`config.mk`:
```
export PLATFORM = sky130hd
export DESIGN_NAME = issue_rr_scheduler
export DESIGN_NICKNAME = d
export VERILOG_FILES = /design/src/rtl/issue_rr_scheduler.sv
export SDC_FILE = /design/constraint.sdc
export NUM_CORES = 1
export LEC_CHECK = 0
export ABC_AREA = 1
export CAP_MARGIN = 20
export CORE_AREA = 2 2 39 41
export CTS_CLUSTER_DIAMETER = 200
export CTS_CLUSTER_SIZE = 28
export DETAILED_ROUTE_END_ITERATION = 10
export DIE_AREA = 0 0 41 43
export PLACE_DENSITY = 0.76
export SYNTH_ARGS = -nofsm -noshare
export SYNTH_HDL_FRONTEND = slang
export SYNTH_SLANG_ARGS = --single-unit
```
`constraint.sdc`:
```
create_clock -name i_clk -period 1.3 [get_ports i_clk]
set_clock_uncertainty 0.05 [all_clocks]
set_input_delay 0.13 -clock i_clk [delete_from_list [all_inputs] [get_ports i_clk]]
set_output_delay 0.13 -clock i_clk [all_outputs]
set_load 0.005 [all_outputs]
```
`src/rtl/issue_rr_scheduler.sv`:
```
// issue_rr_scheduler: arbitrates WIDTH issue-queue slots onto one functional unit, holding it for multi-cycle ops.
// Ports:
//   i_clk        clock, rising edge
//   i_rst_n      asynchronous active-low reset
//   i_request    per-slot ready-to-issue request
//   i_multi      per-slot multi-cycle flag, sampled for the granted slot only
//   i_ready      functional unit accepts the presented op this cycle
//   i_flush      synchronous flush: back to READY, no accept, pointer kept
//   o_grant      one-hot grant or zero
//   o_grant_idx  binary index of the grant, zero when no grant
//   o_valid      a grant is presented
//   o_busy       unit held by a multi-cycle op
//   o_empty      no slot is requesting
// Macro ISSUE_RR_EN: round-robin priority pointer; undefined gives fixed lowest-index priority.
module issue_rr_scheduler #(
  parameter int WIDTH     = 4,
  parameter int MULTI_LAT = 4
) (
  input  logic                     i_clk,
  input  logic                     i_rst_n,
  input  logic [WIDTH-1:0]         i_request,
  input  logic [WIDTH-1:0]         i_multi,
  input  logic                     i_ready,
  input  logic                     i_flush,
  output logic [WIDTH-1:0]         o_grant,
  output logic [$clog2(WIDTH)-1:0] o_grant_idx,
  output logic                     o_valid,
  output logic                     o_busy,
  output logic                     o_empty
);
  localparam int IW = $clog2(WIDTH);
  localparam int CW = $clog2(MULTI_LAT + 1);
  typedef enum logic {READY, HOLD} state_t;
  state_t        r_state;
  logic [CW-1:0] r_cnt;
  logic [IW-1:0] w_ptr;
  logic [IW-1:0] w_idx;
  logic          w_found;
  logic          w_valid;
  logic          w_accept;
  int            w_j;
`ifdef ISSUE_RR_EN
  logic [IW-1:0] r_ptr;
  assign w_ptr = r_ptr;
  always_ff @(posedge i_clk or negedge i_rst_n)
    if (!i_rst_n)
      r_ptr <= '0;
    else if (w_accept)
      r_ptr <= (w_idx == IW'(WIDTH - 1)) ? '0 : w_idx + 1'b1;
`else
  assign w_ptr = '0;
`endif
  // Search upward from the pointer, wrapping past the top slot.
  always_comb begin
    w_found = 1'b0;
    w_idx   = '0;
    w_j     = 0;
    for (int k = 0; k < WIDTH; k++) begin
      w_j = (int'(w_ptr) + k) % WIDTH;
      if (!w_found && i_request[w_j]) begin
        w_found = 1'b1;
        w_idx   = IW'(w_j);
      end
    end
  end
  assign w_valid     = (r_state == READY) && w_found && !i_flush;
  assign w_accept    = w_valid && i_ready;
  assign o_valid     = w_valid;
  assign o_grant     = w_valid ? (WIDTH'(1) << w_idx) : '0;
  assign o_grant_idx = w_valid ? w_idx : '0;
  assign o_busy      = (r_state == HOLD);
  assign o_empty     = ~|i_request;
  always_ff @(posedge i_clk or negedge i_rst_n)
    if (!i_rst_n) begin
      r_state <= READY;
      r_cnt   <= '0;
    end else if (i_flush) begin
      r_state <= READY;
      r_cnt   <= '0;
    end else if (r_state == HOLD) begin
      if (r_cnt == '0)
        r_state <= READY;
      else
        r_cnt <= r_cnt - 1'b1;
    end else if (w_accept && i_multi[w_idx]) begin
      r_state <= HOLD;
      r_cnt   <= CW'(MULTI_LAT - 1);
    end
endmodule

```
* After elaboration in Yosys (flattened, before gate mapping) *
Index checks and enable logic that the tools add are counted.

operators by class
  shifts and indexed selects = 1
  mux-type cells = 19
  bitwise logic cells = 1
  equality and inequality tests = 1
  reductions and logical operators = 16
  magnitude comparators = 1
  add/subtract/negate cells = 1

operators with widths
  kind                                                                   number
  3-bit 2-to-1 mux                                                       4
  1-bit 2-to-1 mux                                                       10
  1-bit logical AND                                                      7
  2-bit 2-to-1 mux                                                       3
  1-bit zero test                                                        5
  4-bit 2-to-1 mux                                                       1
  4-bit OR reduction                                                     1
  1-bit by 2-bit left shift with 4-bit output (first input constant)     1
  3-bit zero test                                                        1
  2-bit by 3-bit < comparator with 1-bit output (second input constant)  1
  3-bit != test (second input constant)                                  1
  3-bit nonzero test                                                     1
  3-bit by 1-bit subtractor with 3-bit output (second input constant)    1
  1-bit binary-select mux with 2-bit select                              1
  2-bit AND reduction                                                    1
  1-bit NOT                                                              1

storage, ports and cells
  word-level logic and storage cells = 42
  bits of input ports = 12
  flip-flop bits (word level) = 4

* Longest topological paths before layout *
Gate-level depths: netlist of the first run.

  depth in word-level cells = 17
  gate-level depth with buffers = 11

* Worst setup path before layout of the first run *
Ideal clock, no wire load.

  path kind = flip-flop to flip-flop
  start = reg r_state, in the netlist o_busy
  end = reg r_cnt[0]
  required time = 1.133 ns
  stages on the path, launching flop included = 9
  arrival = 1.105 ns
  path slack = 0.029 ns
  cell sequence = dfrtp_1 > nor2_4 > nand2_1 > nor2_1 > nand3_2 > nand2_2 > nand2_2 > nand2_1 > nand2_1

between the ends
  cells in the longest elaborated chain, start to end = 7

ends and longest elaborated chain
  what                            RTL line  text
  start, declared                 34        state_t r_state;
  start signal, assigned          75        r_state <= READY;
  start signal, assigned          78        r_state <= READY;
  start signal, assigned          82        r_state <= READY;
  1-bit NOT                       66        assign w_valid = (r_state == READY) && w_found && !i_flush;
  1-bit logical AND (2 in a row)  66
  1-bit logical AND               67        assign w_accept = w_valid && i_ready;
  1-bit logical AND               85        end else if (w_accept && i_multi[w_idx]) begin
  3-bit nonzero test (no line)    -
  2-bit AND reduction (no line)   -
  end signal, assigned            84        r_cnt <= r_cnt - 1'b1;
  end signal, assigned            87        r_cnt <= CW'(MULTI_LAT - 1);
  end, declared                   35        logic [CW-1:0] r_cnt;

Several ways; a longest one is shown, not always the timed one.
A chain may end at the register's enable or synchronous reset.

* Final worst setup path of the first run *
  start = reg r_state, in the netlist o_busy
  end = out o_grant[3]

between the ends
  cells in the longest elaborated chain, start to end = 4

ends and longest elaborated chain
  what                            RTL line  text
  1-bit NOT                       66
  1-bit logical AND (2 in a row)  66
  4-bit 2-to-1 mux                69        assign o_grant = w_valid ? (WIDTH'(1) << w_idx) : '0;
  end, declared                   25        output logic [WIDTH-1:0] o_grant,

Every way passes these cells.

==> results.toml, run 1 <==
[finish]
antenna_cells = 0
utilization_pct = 60.7
syn2layout_area_growth_pct = 124
finalNetCount = 121
layout.cells.non_filler = 121
drive_above_1_share_pct = 56.2

[sta]
setup_slack_ns = -0.0620
post-route-min-period_ns = 1.36
slew_headroom_pct = 84.6
rsz0062_at_grt = "yes"
slew_violations = 0
timing.fmax_ghz = 0.734
worst_slew_pin_slew_ns = 0.230
post-route-period-util_pct = 105
final-setup-viol-count = 10
hold_viol = 0
timing.hold.ws_ns = 0.0497

[synth]
syn_nets = 73
ys.warnings.count = 0
syn_area_per_cell_sq_um = 6.34
synth_edf_count = 0
async_flop_share_pct = 100
synth_cell_type_count = 13
synthTopCellsByArea = "dfrtp_1, nand2_1, nand3_1, inv_1, nand2_2"
ys_ff_latch = 4
yosysSeqAreaShare_pct = 26.8
syn_inst = 59
netlist_top_cells_count = "nand2_1, inv_1, nand3_1, nor2_1, nand2_2"
syn_area_sq_um = 374
yosysTopAreaCell = "dfrtp_1"
synthFlopType = "dfrtp_1"
synth_top_area_share_pct = 26.8
yosys.cell_count.top_type = "nand2_1"

[clocking]
cts_tree = "built"
root_buffer = "clkbuf_4"
clk_latency_ns = 0.24
cts_buffers = 3
cts.clk_slew.worst_paths_ns = 0.04
h-tree-depth = 1
clock_sinks = 4
hold_buffers = 0
max-clock-path-buffers = 2

[critical_path]
cp.arrival_ns = 1.18
cp_cell_sequence = "nor2_4 > buf_4 > inv_2 > nor2_2 > buf_2"
rr_worst_depth = 9
rrSetupSlack_ns = -0.06
path_max_fanout = 5
worstReg2RegStart = "o_busy"
startpoint_type = "register"
crit_path_end_kind = "output pin"
r2r-end = "r_cnt[2]"
crit_type = "reg -> out"
critical-path-slowest-cell = "dfrtp_1"
slowest_delay_ns = 0.41
crit_required_ns = 1.12

[floorplanning]
rows = 14
die_w_um = 41
core-area_sq_um = 1380
pin_count = 21
die_area_sq_um = 1760
dieHeight_um = 43
initial_utilization_pct = 27.0

[global_route]
grt_max_degree = 6
grt_pass1_wl_mm = 2.13
grt_pass1_vias = 494
grt.total_usage_pct = 17.8
antenna_found_initial = 0
grt.overflow.total = 0

[placed_design]
place.detailed.hpwl_um = 754
gp_congestion = 0.760
place_inst = 101
io_buffers = 20
post-place-ws_ns = -0.434

[power]
ir_drop_v = 0.000361
p_leak_nw = 0.467
power_w = 0.000608
p_per_area_nw_per_um2 = 724

[routing]
drc = 0
num_vias = 540
ant_nets = 0
routedWlPerCell_um = 11.7
drt-initial-drc-count = 11
routed_via_density = 4.46
dr.pass1.iters = 4
drt_wl_total_mm = 1.42

[job]
maxCapViolations = 0

[hold_path]
hold_class = "in -> async"

[run_status]
status = "complete, but fails checks"
violations = "negative setup slack"
## power breakdown
part           leakage (nW)  internal [W]  total, W  switching (W)
Combinational         0.402      0.000155  0.000293       0.000138
Clock                0.0138      0.000104  0.000161      0.0000577
Sequential           0.0516      0.000142  0.000153      0.0000113
Total                 0.467      0.000401  0.000608       0.000207
## registers in the layout, summed over array words and instances (netlist names)
name and count:
o_busy 1, r_cnt 3
## cell type report
class	instances	area [sq um]
fill	119	544
timing repair buffer	43	348
multi-input combinational	43	304
sequential	4	100
inverter	12	45.0
clock buffer	3	22.5
tap	16	20.0
## metrics by stage
stage	setup TNS, ns	area (sq um)
final	-0.494	840
after global routing	-1.17	840
after CTS	-0.0978	769
after detailed placement	-4.39	639
after global placement	-4.16	639
after floorplan	0	374
## logic make-up after synthesis
logic type	after synthesis	share of synthesized area, %
AND/OR/NAND/NOR	37	49.2
buffers and inverters	12	12.0
AO/OA/AOI/OAI	4	5.35
flip-flops	4	26.8
adder cells (fa/ha/maj)	2	6.69
## critical path: cells and delay by family (launching register included)
family | cells | cell delay [ns]
flip-flops | 1 | 0.41
buffers and inverters | 3 | 0.31
AND/OR/NAND/NOR | 2 | 0.23
## metal layers
layer,global-route usage (%),part of all wire [%]
met4,8.00,0.85
met5,0,0
met1,22.4,42
met3,3.14,3.4
met2,28.1,53
## cell usage in the layout (no fill, tap or decap), types with 2 or more instances in the layout
cell / n
buf_4: 17
nand2_1: 10
inv_1: 9
buf_2: 7
clkdlybuf4s50_1: 6
buf_6: 6
nand3_1: 5
nand3_2: 4
nand2_4: 4
nor2_1: 4
dfrtp_1: 4
nor2_4: 3
inv_2: 3
nor2_2: 3
nand2_2: 3
clkbuf_4: 3
dlygate4sd2_1: 3
a21oi_1: 2
ha_1: 2
clkbuf_2: 2
## worst max-delay path by stage
| stage | slack [ns] | start | endpoint | cells after the start |
|---|---|---|---|---|
| after global placement | -0.43 | i_request[1] | o_grant_idx[1] | 7 |
| after detailed placement | -0.43 | i_request[3] | o_grant_idx[1] | 8 |
| after floorplan | 0.03 | o_busy | r_cnt[0] | 8 |
| after CTS | -0.04 | o_busy | o_grant_idx[0] | 5 |
| final | -0.06 | o_busy | o_grant[3] | 5 |
| after global routing | -0.12 | o_busy | r_cnt[0] | 9 |
## what timing repair did
item / CTS / global route
endpoints found under the setup margin: 13 / 10
resized for setup: 53 / 14
pin swaps: 12 / 9
setup buffers: 14 / 4
(Power assumes the default switching activity.)
==> run 2: changes to the inputs <==
--- a/config.mk
+++ b/config.mk
@@ -6,13 +6,14 @@
 export NUM_CORES = 1
 export LEC_CHECK = 0
 export ABC_AREA = 1
-export CAP_MARGIN = 20
+export CAP_MARGIN = 5
 export CORE_AREA = 2 2 39 41
 export CTS_CLUSTER_DIAMETER = 200
 export CTS_CLUSTER_SIZE = 28
 export DETAILED_ROUTE_END_ITERATION = 10
 export DIE_AREA = 0 0 41 43
 export PLACE_DENSITY = 0.76
+export REMOVE_ABC_BUFFERS = 1
 export SYNTH_ARGS = -nofsm -noshare
 export SYNTH_HDL_FRONTEND = slang
 export SYNTH_SLANG_ARGS = --single-unit
==> results of run 2 <==
No change in the layout: final DEF, timing and power equal those of run 1.
